===== src/rtl/wb_rr_arbiter.sv =====
// wb_rr_arbiter: round-robin arbiter that lets NUM_MASTERS Wishbone masters
// share one slave port. A master keeps the bus for its whole cyc tenure.
// A watchdog aborts any strobe that the slave leaves unacknowledged.
//
// Handshake: a transfer is offered while cyc and stb are both high. It
// completes in the cycle where the slave raises ack. The master must hold
// adr/dat/we stable until that ack. A master that has not been granted sees
// no ack and keeps holding its request.
`timescale 1ns/1ps
module wb_rr_arbiter #(
    parameter int NUM_MASTERS = 4,
    parameter int ADDR_W      = 32,
    parameter int DATA_W      = 32,
    parameter int TIMEOUT     = 255
) (
    input  logic                          clk,
    input  logic                          rst,
    input  logic [NUM_MASTERS-1:0]        m_cyc_i,
    input  logic [NUM_MASTERS-1:0]        m_stb_i,
    input  logic [NUM_MASTERS-1:0]        m_we_i,
    input  logic [NUM_MASTERS*ADDR_W-1:0] m_adr_i,
    input  logic [NUM_MASTERS*DATA_W-1:0] m_dat_i,
    output logic [DATA_W-1:0]             m_dat_o,
    output logic [NUM_MASTERS-1:0]        m_ack_o,
    output logic [NUM_MASTERS-1:0]        m_err_o,
    output logic                          s_cyc_o,
    output logic                          s_stb_o,
    output logic                          s_we_o,
    output logic [ADDR_W-1:0]             s_adr_o,
    output logic [DATA_W-1:0]             s_dat_o,
    input  logic [DATA_W-1:0]             s_dat_i,
    input  logic                          s_ack_i,
    output logic [NUM_MASTERS-1:0]        grant_o,
    output logic                          busy_o
);

    localparam int          IDX_W   = (NUM_MASTERS > 1) ? $clog2(NUM_MASTERS) : 1;
    localparam logic [15:0] TO_LAST = 16'(TIMEOUT - 1);

    typedef enum logic [1:0] {
        ST_IDLE  = 2'd0,
        ST_BUS   = 2'd1,
        ST_ABORT = 2'd2
    } state_t;

    state_t                 r_state;
    state_t                 w_state_nxt;
    logic [NUM_MASTERS-1:0] r_grant;
    logic [NUM_MASTERS-1:0] w_grant_nxt;
    logic [IDX_W-1:0]       r_last;
    logic [IDX_W-1:0]       w_last_nxt;
    logic [15:0]            r_wdog;
    logic [15:0]            w_wdog_nxt;
    logic [NUM_MASTERS-1:0] r_err;
    logic [NUM_MASTERS-1:0] w_err_nxt;

    logic [IDX_W-1:0]       w_cand;
    logic [IDX_W-1:0]       w_sel_idx;
    logic                   w_sel_found;
    logic                   w_g_cyc;
    logic                   w_g_stb;
    logic                   w_g_we;
    logic [ADDR_W-1:0]      w_g_adr;
    logic [DATA_W-1:0]      w_g_dat;
    logic                   w_timeout;

    // Pick the first requester found by searching upward from last+1 with wrap.
    always_comb begin
        w_sel_found = 1'b0;
        w_sel_idx   = r_last;
        w_cand      = r_last;
        for (int i = 1; i <= NUM_MASTERS; i++) begin
            w_cand = IDX_W'((int'(r_last) + i) % NUM_MASTERS);
            if (!w_sel_found && m_cyc_i[w_cand]) begin
                w_sel_found = 1'b1;
                w_sel_idx   = w_cand;
            end
        end
    end

    // r_last always holds the index of the current owner while BUS/ABORT.
    assign w_g_cyc = m_cyc_i[r_last];
    assign w_g_stb = m_stb_i[r_last];
    assign w_g_we  = m_we_i[r_last];
    assign w_g_adr = m_adr_i[int'(r_last)*ADDR_W +: ADDR_W];
    assign w_g_dat = m_dat_i[int'(r_last)*DATA_W +: DATA_W];

    // Slave port and acks follow the owner only in BUS; IDLE and ABORT park everything at 0.
    always_comb begin
        m_dat_o = s_dat_i;
        s_cyc_o = 1'b0;
        s_stb_o = 1'b0;
        s_we_o  = 1'b0;
        s_adr_o = '0;
        s_dat_o = '0;
        m_ack_o = '0;
        if (r_state == ST_BUS) begin
            s_cyc_o = w_g_cyc;
            s_stb_o = w_g_stb;
            s_we_o  = w_g_we;
            s_adr_o = w_g_adr;
            s_dat_o = w_g_dat;
            m_ack_o = r_grant & {NUM_MASTERS{s_ack_i & w_g_stb}};
        end
    end

    // Watchdog counts consecutive unacknowledged strobe cycles; an ack in the last cycle wins.
    always_comb begin
        w_timeout = (r_state == ST_BUS) && s_stb_o && !s_ack_i && (r_wdog == TO_LAST);
        if ((r_state == ST_IDLE) || !s_stb_o || s_ack_i) begin
            w_wdog_nxt = '0;
        end else begin
            w_wdog_nxt = r_wdog + 16'd1;
        end
    end

    // Next-state logic: grant in IDLE, release on cyc low, abort on timeout.
    always_comb begin
        w_state_nxt = r_state;
        w_grant_nxt = r_grant;
        w_last_nxt  = r_last;
        w_err_nxt   = '0;
        case (r_state)
            ST_IDLE: begin
                if (w_sel_found) begin
                    w_state_nxt = ST_BUS;
                    w_grant_nxt = {{(NUM_MASTERS-1){1'b0}}, 1'b1} << w_sel_idx;
                    w_last_nxt  = w_sel_idx;
                end
            end
            ST_BUS: begin
                if (!w_g_cyc) begin
                    w_state_nxt = ST_IDLE;
                    w_grant_nxt = '0;
                end else if (w_timeout) begin
                    w_state_nxt = ST_ABORT;
                    w_err_nxt   = r_grant;
                end
            end
            ST_ABORT: begin
                if (!w_g_cyc) begin
                    w_state_nxt = ST_IDLE;
                    w_grant_nxt = '0;
                end
            end
            default: begin
                w_state_nxt = ST_IDLE;
                w_grant_nxt = '0;
            end
        endcase
    end

    // State, grant, round-robin pointer, watchdog and error pulse registers.
    always_ff @(posedge clk or posedge rst) begin
        if (rst) begin
            r_state <= ST_IDLE;
            r_grant <= '0;
            r_last  <= IDX_W'(NUM_MASTERS - 1);
            r_wdog  <= '0;
            r_err   <= '0;
        end else begin
            r_state <= w_state_nxt;
            r_grant <= w_grant_nxt;
            r_last  <= w_last_nxt;
            r_wdog  <= w_wdog_nxt;
            r_err   <= w_err_nxt;
        end
    end

    assign grant_o = r_grant;
    assign m_err_o = r_err;
    assign busy_o  = (r_state != ST_IDLE);

endmodule


===== config.mk =====
export PLATFORM = sky130hd
export DESIGN_NAME = wb_rr_arbiter
export DESIGN_NICKNAME = d
export VERILOG_FILES = /design/src/rtl/wb_rr_arbiter.sv
export SDC_FILE = /design/constraint.sdc
export NUM_CORES = 1
export LEC_CHECK = 0
export BUFFER_PORTS_ARGS = -buffer_cell sky130_fd_sc_hd__buf_4
export CAP_MARGIN = 30
export CORE_AREA = 3 3 160 162
export CTS_CLUSTER_SIZE = 40
export DETAILED_ROUTE_END_ITERATION = 7
export DIE_AREA = 0 0 163 165
export SYNTH_ARGS = -nofsm -noshare
export SYNTH_HDL_FRONTEND = slang
export SYNTH_SLANG_ARGS = --single-unit

===== constraint.sdc =====
create_clock -name clk -period 1.95 [get_ports clk]
set_input_delay 0 -clock clk [delete_from_list [all_inputs] [get_ports clk]]
set_output_delay 0 -clock clk [all_outputs]
set_load 0.01 [all_outputs]

==> metrics, run 1 <==
status finished with violations; failing checks setup timing; Iteration-0 DRC Markers 130; Met1 Wirelength 10100 um; Die Span Y 165 um; DRC 0; Post-DP HPWL 20100 um; slowest library cell on the worst path dfstp_4; Pleak 3.44 nW; synthesized area per cell about 11 um2; pwr/cell area 1300 nW/um2; Worst path most repeated cell buf_12; syn nets 650; Net count, final 979; flops & latches, synth 28; Peak Freq roughly 470 MHz; commonest cells after routing, fill and taps aside buf_4 (304), mux4_2 (66), and2_4 (60); clock slew at reported path FFs 0.07 ns; commonest non-fill, non-tap cell in the layout buf_4; Max Cap Violations 0; Initial Util 15.6%; critical path type reg2out; largest net degree at the start of global routing 51; synthesized cell area 3790 um2; Syn Inst Count 342; CTS buffer count 3; Final Max Slew Viols 0; buffers plus inverters on the worst setup path 3; Seq/Total Area, Yosys 18.6%; vias per cell 4.32; worst hold path class in2out; via count around 4.3k; share of cells above drive strength 1 approximately four fifths; I/O pins 415; area grow syn2layout 98.5%; CTS tree yes; FP Rows between 50 and 60; crit end category primary output; fillcell total around 2.6k; delay-heaviest family, CP flip-flops; Die Wd 163 um; Final Setup Violations 61; CTS Sinks 28; worst-path cell chain buf_12 -> buf_12 -> mux4_2 -> and2_4 -> buf_6; Max IR drop VDD 0.906 mV; Sw Pwr approximately 3.7 mW; met2 routed WL 11100 um; area of the multi-input gates 2910 um2; worst-path maximum fanout 6; DP Area 6620 um2; sw frac 37.9%; Comb pwr share a little under nine tenths; Antenna Nets Post-Route 0; Top FF cell, synth dfrtp_1; Yosys Warn Count 0; dpl cells 971; Initial DRT Pass Iterations 4; internal power 6.07 mW; Total Wirelength 24000 um; Avg WL per Cell 24.1 um; Layout Skew between 0.005 and 0.006 ns; final hold viol count 0; Cell variety after synth 48; largest stage delay on the critical path roughly 0.67 ns; final instance area approximately 7500 um2; vias in the first global route 4501; wire length on met3 2590 um; period utilization 108%; fin crit period approximately 2.1 ns; CP arrival 2.11 ns; Cell Count, Final, Fillers Out 999; number of synthesized flops with an enable pin 0; first-pass GRT wire length 31500 um; power share of the sequential group 8.5%; Worst Setup Slack, final -0.160 ns; GR Overflow Total 0; core area 24200 um2; slew margin rel. between 30 and 40%; Async SR Flop Fraction 100%; clock root buffer clkbuf_16; die area 26900 um2; worst-margin pin slew 0.956 ns; WHS 0.00000391 ns; Post-Route Utilization 31.0%; Clock Latency Late Sink approximately 0.26 ns; All-Layer GR Usage 16.4%; top sig layer met5; Reg area 711 um2; GP Congestion 0.925; CP startpoint kind flop; Tot Pwr 9.78 mW; H-tree levels 1; clock power share ~6.2%; Port Buffer Count 350; initial antenna violation count 4; RSZ-0062 raised after global routing yes; clock tree buffer depth 2; CP required 1.95 ns
## cells in the mapped netlist (2+ instances only)
| library cell | count | area [um2] |
|---|---|---|
| and2_1 | 70 | 438 |
| mux4_2 | 66 | 1490 |
| buf_4 | 33 | 248 |
| dfrtp_1 | 26 | 651 |
| nor2_1 | 19 | 71.3 |
| buf_2 | 12 | 60.1 |
| xnor2_1 | 11 | 96.3 |
| clkbuf_1 | 10 | 37.5 |
| nand2_1 | 10 | 37.5 |
| nand3_1 | 9 | 45.0 |
| inv_1 | 8 | 30.0 |
| and3_1 | 6 | 37.5 |
| ha_1 | 5 | 62.6 |
| a21oi_1 | 4 | 20.0 |
| nand4_1 | 4 | 25.0 |
| nor4_1 | 4 | 25.0 |
| o21ai_0 | 4 | 20.0 |
| nor3_1 | 3 | 15.0 |
| o2bb2ai_1 | 3 | 26.3 |
| dfstp_2 | 2 | 52.6 |
| mux2_2 | 2 | 22.5 |
| mux2i_1 | 2 | 20.0 |
| nand2b_1 | 2 | 12.5 |
| nand3b_1 | 2 | 15.0 |
| xor2_1 | 2 | 17.5 |
## cell type report
| cell class | count | area share, % |
|---|---|---|
| Multi-Input combinational cell | 249 | 38.7 |
| Sequential cell | 28 | 9.46 |
| Antenna cell | 5 | 0.167 |
| Tap cell | 324 | 5.39 |
| Inverter | 8 | 0.400 |
| Timing Repair Buffer | 381 | 44.5 |
| Clock buffer | 3 | 0.999 |
| Clock inverter | 1 | 0.400 |
## through the flow
step,setup TNS [ns],setup slack (ns)
2_1_floorplan,0,0.240
3_3_place_gp,-0.139,-0.0532
3_5_place_dp,-0.126,-0.0504
4_1_cts,-7.49,-0.201
5_1_grt,-8.12,-0.201
6_report,-4.85,-0.160
## sequential cells by signal, indices dropped and copies added (netlist names)
register  cells
grant_o       4
r_wdog       16
m_err_o       4
r_last        2
r_state       2
## per-layer routing
metal / track usage (%) / up-vias
li1: - / 1928
met1: 20.9 / 2171
met2: 26.4 / 206
met3: 6.67 / 8
met4: 1.81 / 2
met5: 4.17 / -
## worst paths after layout
path / endpoint / cells after the start / start / slack [ns]
max: s_dat_o[24] / 5 / r_last[0] / -0.16
min: m_dat_o[25] / 0 / s_dat_i[25] / 0.000004
max reg2reg: r_state[0] / 6 / r_last[0] / 0.03
min reg2reg: r_wdog[0] / 1 / r_wdog[0] / 0.52
max in group asynchronous: r_last[1] / 4 / rst / 1.27
min in group asynchronous: grant_o[2] / 4 / rst / 0.37
## power by group through the flow
stage / sequential, mW / clock [mW] / combinational, mW
2_1_floorplan: 0.752 / 0 / 3.54
3_3_place_gp: 0.797 / 0 / 6.33
3_5_place_dp: 0.800 / 0 / 6.34
4_1_cts: 0.825 / 0.619 / 7.63
5_1_grt: 0.841 / 0.633 / 8.88
6_report: 0.836 / 0.602 / 8.34
## timing repair
item / 4_1_cts / 5_1_grt
endpoints found under the hold margin: 26 / 0
resized for setup: 95 / 49
hold buffers: 1 / 0
setup buffers: 5 / 7
cloned: 2 / 4
pin swaps: 4 / 8
setup endpoints to repair: 68 / 75
## cells by family after synthesis
| kind of cell | Yosys count | share of synthesized area, % |
|---|---|---|
| and+or+nand+nor | 138 | 21.4 |
| muxes | 70 | 40.4 |
| xor gates and xnor gates | 13 | 3.01 |
| AOI/OAI and AO/OA | 23 | 4.59 |
| adders and majority gates | 5 | 1.65 |
| buffers and inverters | 65 | 10.4 |
| DFF | 28 | 18.6 |
Power figures use the tool's default switching activity.
==> inputs of run 2 (changes only) <==
==> constraint.sdc (replaced) <==
create_clock -name clk -period 1.95 [get_ports clk]
set_input_delay 0 -clock clk [delete_from_list [all_inputs] [get_ports clk]]
set_output_delay 0 -clock clk [all_outputs]
set_load 0.02 [all_outputs]
==> run 2 against run 1 <==
Net effect: the flow still finishes with violations (setup timing); first-iteration DRC count grew 47%; via count increased by 0.67%; wire length up 1.3%; highest routed layer unchanged.
==> metrics, run 2 (synthesis gave the netlist of run 1 again) <==
CTS Sinks 28; CP required 1.95 ns; Die Wd 163 um; status finished with violations; CTS buffer count 3; Layout Skew between 0.002 and 0.003 ns; DP Area roughly 6600 um2; DRC 0; RSZ-0062 raised after global routing yes; GR Overflow Total 0; commonest cells after routing, fill and taps aside buf_4 (300), mux4_2 (66), buf_6 (62); H-tree levels 1; Final Setup Violations 69; core area roughly 24000 um2; share of cells above drive strength 1 76.8%; Total Wirelength roughly 24000 um; worst-margin pin slew approximately 0.81 ns; Initial DRT Pass Iterations 5; final hold viol count 0; I/O pins 415; worst hold path class in2out; Avg WL per Cell 24.5 um; Initial Util 15.6%; All-Layer GR Usage 16.6%; Tot Pwr 10.0 mW; Pleak roughly 3.4 nW; Largest register FFs 16; Cell Count, Final, Fillers Out about 990; critical path type reg2out; via count approximately 4.3k; slew margin rel. 45.3%; Max Cap Violations 0; clock tree buffer depth 2; Max IR drop VDD slightly above 0.8 mV; Post-DP HPWL 20300 um; final instance area 7390 um2; area grow syn2layout 95.3%; dpl cells 973; vias per cell 4.37; initial antenna violation count 4; Worst Setup Slack, final -0.135 ns; CP startpoint kind flop; largest net degree at the start of global routing 68; failing checks setup timing; crit end category primary output; Iteration-0 DRC Markers 191; vias in the first global route 4424; worst-path maximum fanout 6; clock slew at reported path FFs about 0.070 ns; reg2reg start r_last[1]; FP Rows 57; fin crit period ~2.1 ns; Top reg by flops r_wdog; commonest non-fill, non-tap cell in the layout buf_4; first-pass GRT wire length between 30000 and 40000 um; WHS 0.00000776 ns; min-delay src s_dat_i[25]; Net count, final 977; Port Buffer Count 350; Worst setup startpoint r_last[0]; CTS tree yes; pre-CTS WS about 0.080 ns; Antenna Nets Post-Route 0; CP arrival 2.09 ns; GP Congestion 0.925; Peak Freq 480 MHz; period utilization 107%; die area 26900 um2; pwr/cell area 1360 nW/um2; clock root buffer clkbuf_16; Die Span Y 165 um; Clock Latency Late Sink 0.26 ns; Final Max Slew Viols 0
[run 2: cell count changes in the layout (fill, tap and decap cells not counted), moves of 2 or more]
cell | before | now
buf_12 | 9 | 7
buf_8 | 1 | 3
buf_4 | 304 | 300
nand2_2 | 3 | 0
and2_4 | 60 | 50
buf_6 | 59 | 62
nand2_1 | 7 | 10
diode_2 | 5 | 2
and2_1 | 11 | 21
[run 2: cell type report]
cell class	instances	area, um2
diodes	2	5.00
inverters	8	30.0
fillers	2538	16900
repair buffers	379	3310
multi-input cells	249	2850
well taps	324	405
clock buffers	4	88.8
flip-flops and latches	28	711
[run 2: per-layer routing]
metal  wire length, um  vias to the layer above  track usage (%)
met3              2670                       11             6.85
li1                  -                     1920                -
met1             10500                     2191             22.2
met5                21                        -                0
met4               134                        4             1.69
met2             11100                      218             26.0
[run 2: where the power goes]
group	total (mW)	internal [mW]	switching (mW)	leakage [nW]
Combinational	8.72	4.80	3.92	2.96
Clock	0.513	0.315	0.198	0.0442
Sequential	0.798	0.686	0.112	0.381
[run 2: repair_timing]
action,4_1_cts,5_1_grt
pin swaps,5,2
setup endpoints to repair,69,93
hold buffers,1,0
cloned,2,2
buffers inserted,10,0
gates resized for setup,132,9
endpoints found under the hold margin,26,0
[run 2: worst max-delay path, cell delays in order (launching register included)]
cell and delay, ns:
dfstp_4 0.65, buf_12 0.15, buf_12 0.13, mux4_2 0.56, and2_4 0.20, buf_6 0.12
[run 2: final timing paths]
check,end,depth (start not counted),slack (ns)
max,s_dat_o[24],5,-0.14
min,m_dat_o[25],0,0.000008
max reg2reg,m_err_o[0],6,0.07
min reg2reg,r_wdog[0],1,0.52
max in group asynchronous,r_last[1],4,1.29
min in group asynchronous,grant_o[0],4,0.36
[run 2: stage by stage]
stage,TNS (ns),utilization [%]
2_1_floorplan,0,-
3_3_place_gp,0,27.3
3_5_place_dp,0,27.3
4_1_cts,-5.58,30.1
5_1_grt,-8.37,30.5
6_report,-4.83,30.5
